===== src/rtl/key_pkg.sv =====
// key_pkg: shared key-bank constants, key index names and one-hot encoder
package key_pkg;
  localparam int KEY_W  = 8;
  localparam int CODE_W = 3;
  localparam logic [CODE_W-1:0] KEY_0 = 3'd0;
  localparam logic [CODE_W-1:0] KEY_1 = 3'd1;
  localparam logic [CODE_W-1:0] KEY_2 = 3'd2;
  localparam logic [CODE_W-1:0] KEY_3 = 3'd3;
  localparam logic [CODE_W-1:0] KEY_4 = 3'd4;
  localparam logic [CODE_W-1:0] KEY_5 = 3'd5;
  localparam logic [CODE_W-1:0] KEY_6 = 3'd6;
  localparam logic [CODE_W-1:0] KEY_7 = 3'd7;
  typedef struct packed {
    logic              valid;
    logic [CODE_W-1:0] code;
  } key_hit_t;
  // valid only when exactly one bit is set; code is that bit's index
  function automatic key_hit_t onehot_to_code(input logic [KEY_W-1:0] k);
    key_hit_t r;
    r.valid = (k != '0) && ((k & (k - KEY_W'(1))) == '0);
    r.code  = '0;
    for (int i = 0; i < KEY_W; i++)
      if (k[i]) r.code = CODE_W'(i);
    return r;
  endfunction
endpackage


===== src/rtl/key_press_detect.sv =====
// key_press_detect: one-hot hit decode plus edge stage giving one push per press
module key_press_detect #(
  parameter int KEY_W  = 8,
  parameter int CODE_W = 3
) (
  input  logic              clk,
  input  logic              rst,
  input  logic [KEY_W-1:0]  key,
  output logic              push,
  output logic [CODE_W-1:0] code_q
);
  import key_pkg::*;
  key_hit_t          h;
  logic              hit_d, hit_q, hit_dly_d, hit_dly_q;
  logic [CODE_W-1:0] code_d;
  assign h    = onehot_to_code(key);
  assign push = hit_q & ~hit_dly_q;
  // next state of the hit pipeline; a key-to-key change keeps hit high so no new push
  always_comb begin
    hit_d     = h.valid;
    code_d    = h.code;
    hit_dly_d = hit_q;
  end
  // hit pipeline registers; hit_dly clears on reset so a held key re-fires once
  always_ff @(posedge clk or negedge rst) begin
    if (!rst) begin
      hit_q     <= 1'b0;
      hit_dly_q <= 1'b0;
      code_q    <= '0;
    end else begin
      hit_q     <= hit_d;
      hit_dly_q <= hit_dly_d;
      code_q    <= code_d;
    end
  end
endmodule


===== src/rtl/key_event_fifo.sv =====
// key_event_fifo: queues encoded key presses for a valid/ready consumer
module key_event_fifo #(
  parameter int KEY_W  = 8,
  parameter int CODE_W = 3,
  parameter int DEPTH  = 4
) (
  input  logic              clk,
  input  logic              rst,
  input  logic [KEY_W-1:0]  key,
  input  logic              evt_ready,
  input  logic              clr_ovf,
  output logic              evt_valid,
  output logic [CODE_W-1:0] evt_code,
  output logic [CODE_W-1:0] count,
  output logic              overflow
);
  import key_pkg::*;
  localparam int PW = $clog2(DEPTH);
  logic              push, pop, full, wr_en, drop;
  logic [CODE_W-1:0] code_q;
  logic [CODE_W-1:0] mem_q [DEPTH];
  logic [PW-1:0]     wr_ptr_d, wr_ptr_q, rd_ptr_d, rd_ptr_q;
  logic [CODE_W-1:0] count_d, count_q;
  logic              valid_d, valid_q, ovf_d, ovf_q;
  key_press_detect #(.KEY_W(KEY_W), .CODE_W(CODE_W)) u_det (
    .clk    (clk),
    .rst    (rst),
    .key    (key),
    .push   (push),
    .code_q (code_q)
  );
  assign evt_valid = valid_q;
  assign evt_code  = valid_q ? mem_q[rd_ptr_q] : '0;
  assign count     = count_q;
  assign overflow  = ovf_q;
  // a push into a full FIFO survives only if a pop frees the slot that same cycle
  always_comb begin
    pop      = valid_q & evt_ready;
    full     = count_q == CODE_W'(DEPTH);
    wr_en    = push & (~full | pop);
    drop     = push & full & ~pop;
    wr_ptr_d = wr_en ? wr_ptr_q + PW'(1) : wr_ptr_q;
    rd_ptr_d = pop ? rd_ptr_q + PW'(1) : rd_ptr_q;
    count_d  = count_q + CODE_W'(wr_en) - CODE_W'(pop);
    valid_d  = count_d != '0;
    ovf_d    = drop | (ovf_q & ~clr_ovf);
  end
  // pointer, occupancy and flag registers
  always_ff @(posedge clk or negedge rst) begin
    if (!rst) begin
      wr_ptr_q <= '0;
      rd_ptr_q <= '0;
      count_q  <= '0;
      valid_q  <= 1'b0;
      ovf_q    <= 1'b0;
    end else begin
      wr_ptr_q <= wr_ptr_d;
      rd_ptr_q <= rd_ptr_d;
      count_q  <= count_d;
      valid_q  <= valid_d;
      ovf_q    <= ovf_d;
    end
  end
  // entry storage; contents after reset are irrelevant since count gates visibility
  always_ff @(posedge clk) begin
    if (wr_en) mem_q[wr_ptr_q] <= code_q;
  end
endmodule


===== config.mk =====
export PLATFORM = sky130hd
export DESIGN_NAME = key_event_fifo
export DESIGN_NICKNAME = d
export VERILOG_FILES = /design/src/rtl/key_pkg.sv /design/src/rtl/key_press_detect.sv /design/src/rtl/key_event_fifo.sv
export SDC_FILE = /design/constraint.sdc
export NUM_CORES = 1
export LEC_CHECK = 0
export CORE_MARGIN = 2
export CORE_UTILIZATION = 25
export DETAILED_ROUTE_END_ITERATION = 8
export PLACE_DENSITY = 0.43
export SLEW_MARGIN = 20
export SYNTH_ARGS = -nofsm -noshare
export SYNTH_HDL_FRONTEND = slang
export SYNTH_SLANG_ARGS = --single-unit

===== constraint.sdc =====
create_clock -name clk -period 5.1 [get_ports clk]
set_input_delay 0.51 -clock clk [delete_from_list [all_inputs] [get_ports clk]]
set_output_delay 0.51 -clock clk [all_outputs]
set_load 0.05 [all_outputs]

## After elaboration in Yosys (flattened, before gate mapping)

Memories as Yosys holds them, arrays and structs flattened.
Index checks and enable logic that the tools add are counted.
Widths: inputs -> output; s select.

| storage, ports and cells | value |
|---|---|
| memories kept | 1 |
| memory bits (writable) | 12 |
| input port bits | 12 |
| flip-flop bits (word level) | 14 |

Memory list:

| memory | depth | bits a word | rd ports | clocked after Yosys merged registers in | write ports | RTL line | text |
|---|---|---|---|---|---|---|---|
| mem_q | 4 | 3 | 1 | 0 | 1 | key_event_fifo.sv:21 | `logic [CODE_W-1:0] mem_q [DEPTH];` |

| cells by class | value |
|---|---|
| reduce and logical (&&, ||, !) cells | 4 |
| bitwise logic cells | 13 |
| mux-type cells | 10 |
| $add $sub $neg | 5 |
| eq/ne operators | 1 |

Operators with widths:

| operator | count |
|---|---|
| $mux 3 | 7 |
| $and 8x8->8 | 1 |
| $logic_not 8->1 | 1 |
| $reduce_bool 8->1 | 1 |
| $sub 8x1->8 const B | 1 |
| $and 1x1->1 | 6 |
| $add 2x1->2 const B | 2 |
| $not 1->1 | 4 |
| $add 3x1->3 | 1 |
| $eq 3x3->1 const B | 1 |
| $mux 1 | 3 |
| $reduce_bool 3->1 | 1 |
| $sub 3x1->3 | 1 |
| $or 1x1->1 | 2 |
| $logic_and 1x1->1 | 1 |

## Depth between registers and ports, before layout

| logic depth | value |
|---|---|
| depth in word-level cells | 7 |
| gate-level depth with buffers | 10 |
| depth with buffers taken out | 10 |

## Hierarchy

A second synthesis with hierarchy kept.

| second synthesis, totals | value |
|---|---|
| cell total of the unflattened synthesis | 90 |
| area total of the unflattened synthesis | 1211.2 sq um |

By module, submodules not included:

| module | area an instance (sq um) | instances | cells each |
|---|---|---|---|
| key_event_fifo | 943.4 | 1 | 61 |
| key_press_detect | 267.8 | 1 | 29 |

## Least setup slack after synthesis

Ideal clock, no wire load.

| timing path | value |
|---|---|
| kind | register to register |
| from | register valid_q (netlist: evt_valid) |
| to | register valid_q (netlist: evt_valid) |
| stages on the path, launching flop included | 11 |
| buffers on the path | 0 |
| required time | 4969 ps |
| data arrival time | 2695 ps |
| slack | 2274 ps |
| period minus slack after synthesis | 2826 ps |
| cell sequence | dfrtp_1 > nand2_1 > a31oi_4 > inv_2 > ha_1 > inv_1 > ha_1 > fa_1 > xor2_1 > xnor2_1 > or3_1 |

| between the ends | value |
|---|---|
| cells in the longest elaborated chain, start to end | 6 |

RTL lines:

| item | RTL line | text |
|---|---|---|
| from (decl) | key_event_fifo.sv:24 | `logic valid_d, valid_q, ovf_d, ovf_q;` |
| from (signal assigned) | key_event_fifo.sv:60 | `valid_q <= valid_d;` |
| $and 1x1->1 (*) | key_event_fifo.sv:38 | `pop = valid_q & evt_ready;` |
| $or 1x1->1 | key_event_fifo.sv:40 | `wr_en = push & (~full \| pop);` |
| $and 1x1->1 | key_event_fifo.sv:40 |  |
| $add 3x1->3 | key_event_fifo.sv:44 | `count_d = count_q + CODE_W'(wr_en) - CODE_W'(pop);` |
| $sub 3x1->3 (*) | key_event_fifo.sv:44 |  |
| net count_d[2] | key_event_fifo.sv:23 | `logic [CODE_W-1:0] count_d, count_q;` |
| $reduce_bool 3->1 (*) | key_event_fifo.sv:45 | `valid_d = count_d != '0;` |
| net valid_d | key_event_fifo.sv:24 |  |

The timed path passes the listed nets; every way through them passes the cells marked *.
A chain may end at the register's enable or synchronous reset.

## Worst setup path in the final report

| timing path | value |
|---|---|
| from | input port evt_ready |
| to | register valid_q (netlist: evt_valid) |

| between the ends | value |
|---|---|
| cells in the longest elaborated chain, start to end | 6 |

RTL lines:

| item | RTL line | text |
|---|---|---|
| from (decl) | key_event_fifo.sv:10 | `input logic evt_ready,` |
| $and 1x1->1 (*) | key_event_fifo.sv:38 |  |
| $or 1x1->1 | key_event_fifo.sv:40 |  |
| $and 1x1->1 | key_event_fifo.sv:40 |  |
| $add 3x1->3 | key_event_fifo.sv:44 |  |
| $sub 3x1->3 (*) | key_event_fifo.sv:44 |  |
| net count_d[2] | key_event_fifo.sv:23 |  |
| $reduce_bool 3->1 (*) | key_event_fifo.sv:45 |  |
| net valid_d | key_event_fifo.sv:24 |  |

Marks and branches as above.

==> qor.yml <==
worst_clock_skew_ns: 0.00249
worstSkewPairLatency_ns: 0.26
timing.final.hold_violations: 0
synth_seq_cells: 26
worst_pin_slew_ns: 0.615
all_layer_gr_usage: 0.0831
final_net_count: 129
timing.final.max_slew_violations: 0
cts_htree_levels: 1
setup_viol: 0
length_of_the_first_detailed_routing_pass_in_iterations: 2
worstPathRequired_ns: 5.24
die_height_um: 73.3
synth-edff-count: 12
initial_core_utilization: 0.256
cts.reportedPaths.clkPinSlew_ns: 0.08
post-route-drc-count: 0
post-route-period-util: 0.557
status: "finished, final reports clean"
type_of_the_worst_setup_path: "input port to register"
worst_setup_ep_type: "register"
synth_cell_type_count: 29
tightest_hold_check_type: "register to register"
max-cap-violations: 0
antenna_found_initial: 0
drt_wl_total_um: 1930
syn-mean-instance-area_um2: 13.8
yosys_most_used_dff: "sky130_fd_sc_hd__dfrtp_1"
global_route.overflow_total: 0
pin_count_of_the_biggest_net_entering_global_routing: 15
antenna_cells_inserted: 0
regToRegStartpoint: "evt_valid$_DFF_PN0_"
powerDensity_nw_per_um2: 472
numPortBuffers: 19
cp-startpoint: "evt_ready"
cts_hold_buf: 0
maximum_achievable_frequency_mhz: 352
vias: 696
detail_route.vias_per_cell: 4.27
maximum_vdd_drop_uv: 124
io_pins: 20
worst_hold_startpoint: "u_det.hit_dly_d$_DFF_PN0_"
post_route_cells_drive_above_1_share: 0.0917
globalplace.congestion: 0.767
cts_buffers: 3
drt.antenna.violating_nets: 0
fp-row-count: 25
holdWs_ns: 0.387
syn_inst: 87
cts_tree: "built"
rsz0062_at_grt: "no"
grt_pass1_wl_um: 3290
max-slew-margin-rel: 0.589
synth.yosys.warnings: 0
routed_wire_length_per_instance_um: 11.8
hpwl_um: 1560
timing.final.crit_period_ns: 2.84
multi_input_comb_area_um2: 452
rrSetupSlack_ns: 2.51
coreArea_um2: 4690
register_area_um2: 711
startpoint_type: "input port"
asyncSetResetFlopFracSynth: 0.538
netlist_area_um2: 1200
fp.dieW_um: 73.3
worst-path-max-fanout: 8
first_iter_violations: 34
leakagePower_nw: 0.568
area_delta_synth_final_pct: 24.8
postCtsSetupRepairBufs: 0
die_area_um2: 5380
synth_sequential_area_ratio: 0.592
post_cts_resized: 0
clock_sink_count: 26
critical_path_arrival_ns: 2.98
clock_tree.buffer_depth: 2
number_of_global_route_vias_before_repair: 675
nFillCells: 474
finalSetupTns_ns: 0
cts-root-buf: "sky130_fd_sc_hd__clkbuf_8"
syn-num-nets: 106
-- kinds of logic after synthesis --
logic type      share of synthesized area
fa+ha+maj                          0.0875
xor+xnor                           0.0365
compound gates                     0.0562
buf+inv                            0.0323
mux                                0.0562
flops                               0.592
simple gates                        0.140
-- area by class of cell --
type | count | area share
timing repair buffer | 19 | 0.127
inverter | 9 | 0.0225
tap | 54 | 0.0451
sequential | 26 | 0.474
clock inverter | 1 | 0.00250
clock buffer | 3 | 0.0275
multi-input combinational | 51 | 0.301
-- report_power, final --
| group | total, mW | internal [mW] | switching [mW] |
|---|---|---|---|
| combinational | 0.299 | 0.125 | 0.173 |
| clock | 0.112 | 0.0537 | 0.0582 |
| sequential | 0.296 | 0.254 | 0.0419 |
-- worst paths after layout --
check | depth (start not counted) | endpoint
min | 0 | u_det.hit_dly_q$_DFF_PN0_
max reg2reg | 10 | evt_valid$_DFF_PN0_
max | 11 | evt_valid$_DFF_PN0_
min reg2reg | 0 | u_det.hit_dly_q$_DFF_PN0_
max in group asynchronous | 1 | u_det.code_q[1]$_DFF_PN0_
min in group asynchronous | 1 | evt_valid$_DFF_PN0_
-- placed cells by master (no fill, tap or decap), types with 2 or more instances in the layout --
cell,n
sky130_fd_sc_hd__and2_1,7
sky130_fd_sc_hd__clkbuf_8,3
sky130_fd_sc_hd__clkdlybuf4s50_1,19
sky130_fd_sc_hd__dfrtp_1,14
sky130_fd_sc_hd__edfxtp_1,12
sky130_fd_sc_hd__ha_1,6
sky130_fd_sc_hd__inv_1,7
sky130_fd_sc_hd__inv_2,2
sky130_fd_sc_hd__mux4_2,3
sky130_fd_sc_hd__nand2_1,5
sky130_fd_sc_hd__nand2b_1,2
sky130_fd_sc_hd__nand4b_1,3
sky130_fd_sc_hd__nor2_1,5
sky130_fd_sc_hd__xnor2_1,4
-- flip-flops by register name, indices dropped and copies added (netlist names) --
name and flops:
overflow 1, evt_valid 1, u_det.code_q 3, rd_ptr_q 2
count 3, wr_ptr_q 2, u_det.hit_dly_d 1, u_det.hit_dly_q 1
mem_q 12
-- cells in the mapped netlist (2+ instances only) --
| master | n | area (µm²) |
|---|---|---|
| sky130_fd_sc_hd__inv_2 | 2 | 7.51 |
| sky130_fd_sc_hd__mux4_2 | 3 | 67.6 |
| sky130_fd_sc_hd__nand4b_1 | 3 | 26.3 |
| sky130_fd_sc_hd__nand2b_1 | 2 | 12.5 |
| sky130_fd_sc_hd__xnor2_1 | 4 | 35.0 |
| sky130_fd_sc_hd__nand2_1 | 5 | 18.8 |
| sky130_fd_sc_hd__dfrtp_1 | 14 | 350 |
| sky130_fd_sc_hd__ha_1 | 6 | 75.1 |
| sky130_fd_sc_hd__edfxtp_1 | 12 | 360 |
| sky130_fd_sc_hd__nor2_1 | 5 | 18.8 |
| sky130_fd_sc_hd__and2_1 | 7 | 43.8 |
| sky130_fd_sc_hd__inv_1 | 7 | 26.3 |
-- metrics by stage --
step / cells / utilization / worst slack [ns] / power (mW) / cell area, µm²
after floorplan: 87 / - / 2.27 / 0.509 / 1200
after global placement: 159 / 0.310 / 2.03 / 0.606 / 1450
after detailed placement: 159 / 0.310 / 1.96 / 0.605 / 1450
after CTS: 163 / 0.319 / 2.25 / 0.716 / 1500
after global routing: 163 / 0.319 / 2.14 / 0.756 / 1500
final: 163 / 0.319 / 2.26 / 0.707 / 1500
-- worst max-delay path, cell delays in order --
cell,delay (ns)
sky130_fd_sc_hd__clkdlybuf4s50_1,0.45
sky130_fd_sc_hd__nand2_1,0.16
sky130_fd_sc_hd__a31oi_4,0.32
sky130_fd_sc_hd__inv_2,0.05
sky130_fd_sc_hd__ha_1,0.27
sky130_fd_sc_hd__inv_1,0.04
sky130_fd_sc_hd__ha_1,0.18
sky130_fd_sc_hd__fa_1,0.37
sky130_fd_sc_hd__xor2_1,0.18
sky130_fd_sc_hd__xnor2_1,0.14
sky130_fd_sc_hd__or3_1,0.32
-- layer usage --
metal | GRT usage | part of all wire | vias up
met5 | 0 | 0 | -
met4 | 0.0303 | 0.011 | 0
met3 | 0.0247 | 0.036 | 2
met2 | 0.127 | 0.46 | 16
met1 | 0.112 | 0.49 | 330
li1 | - | - | 348
(Power assumes the default switching activity.)
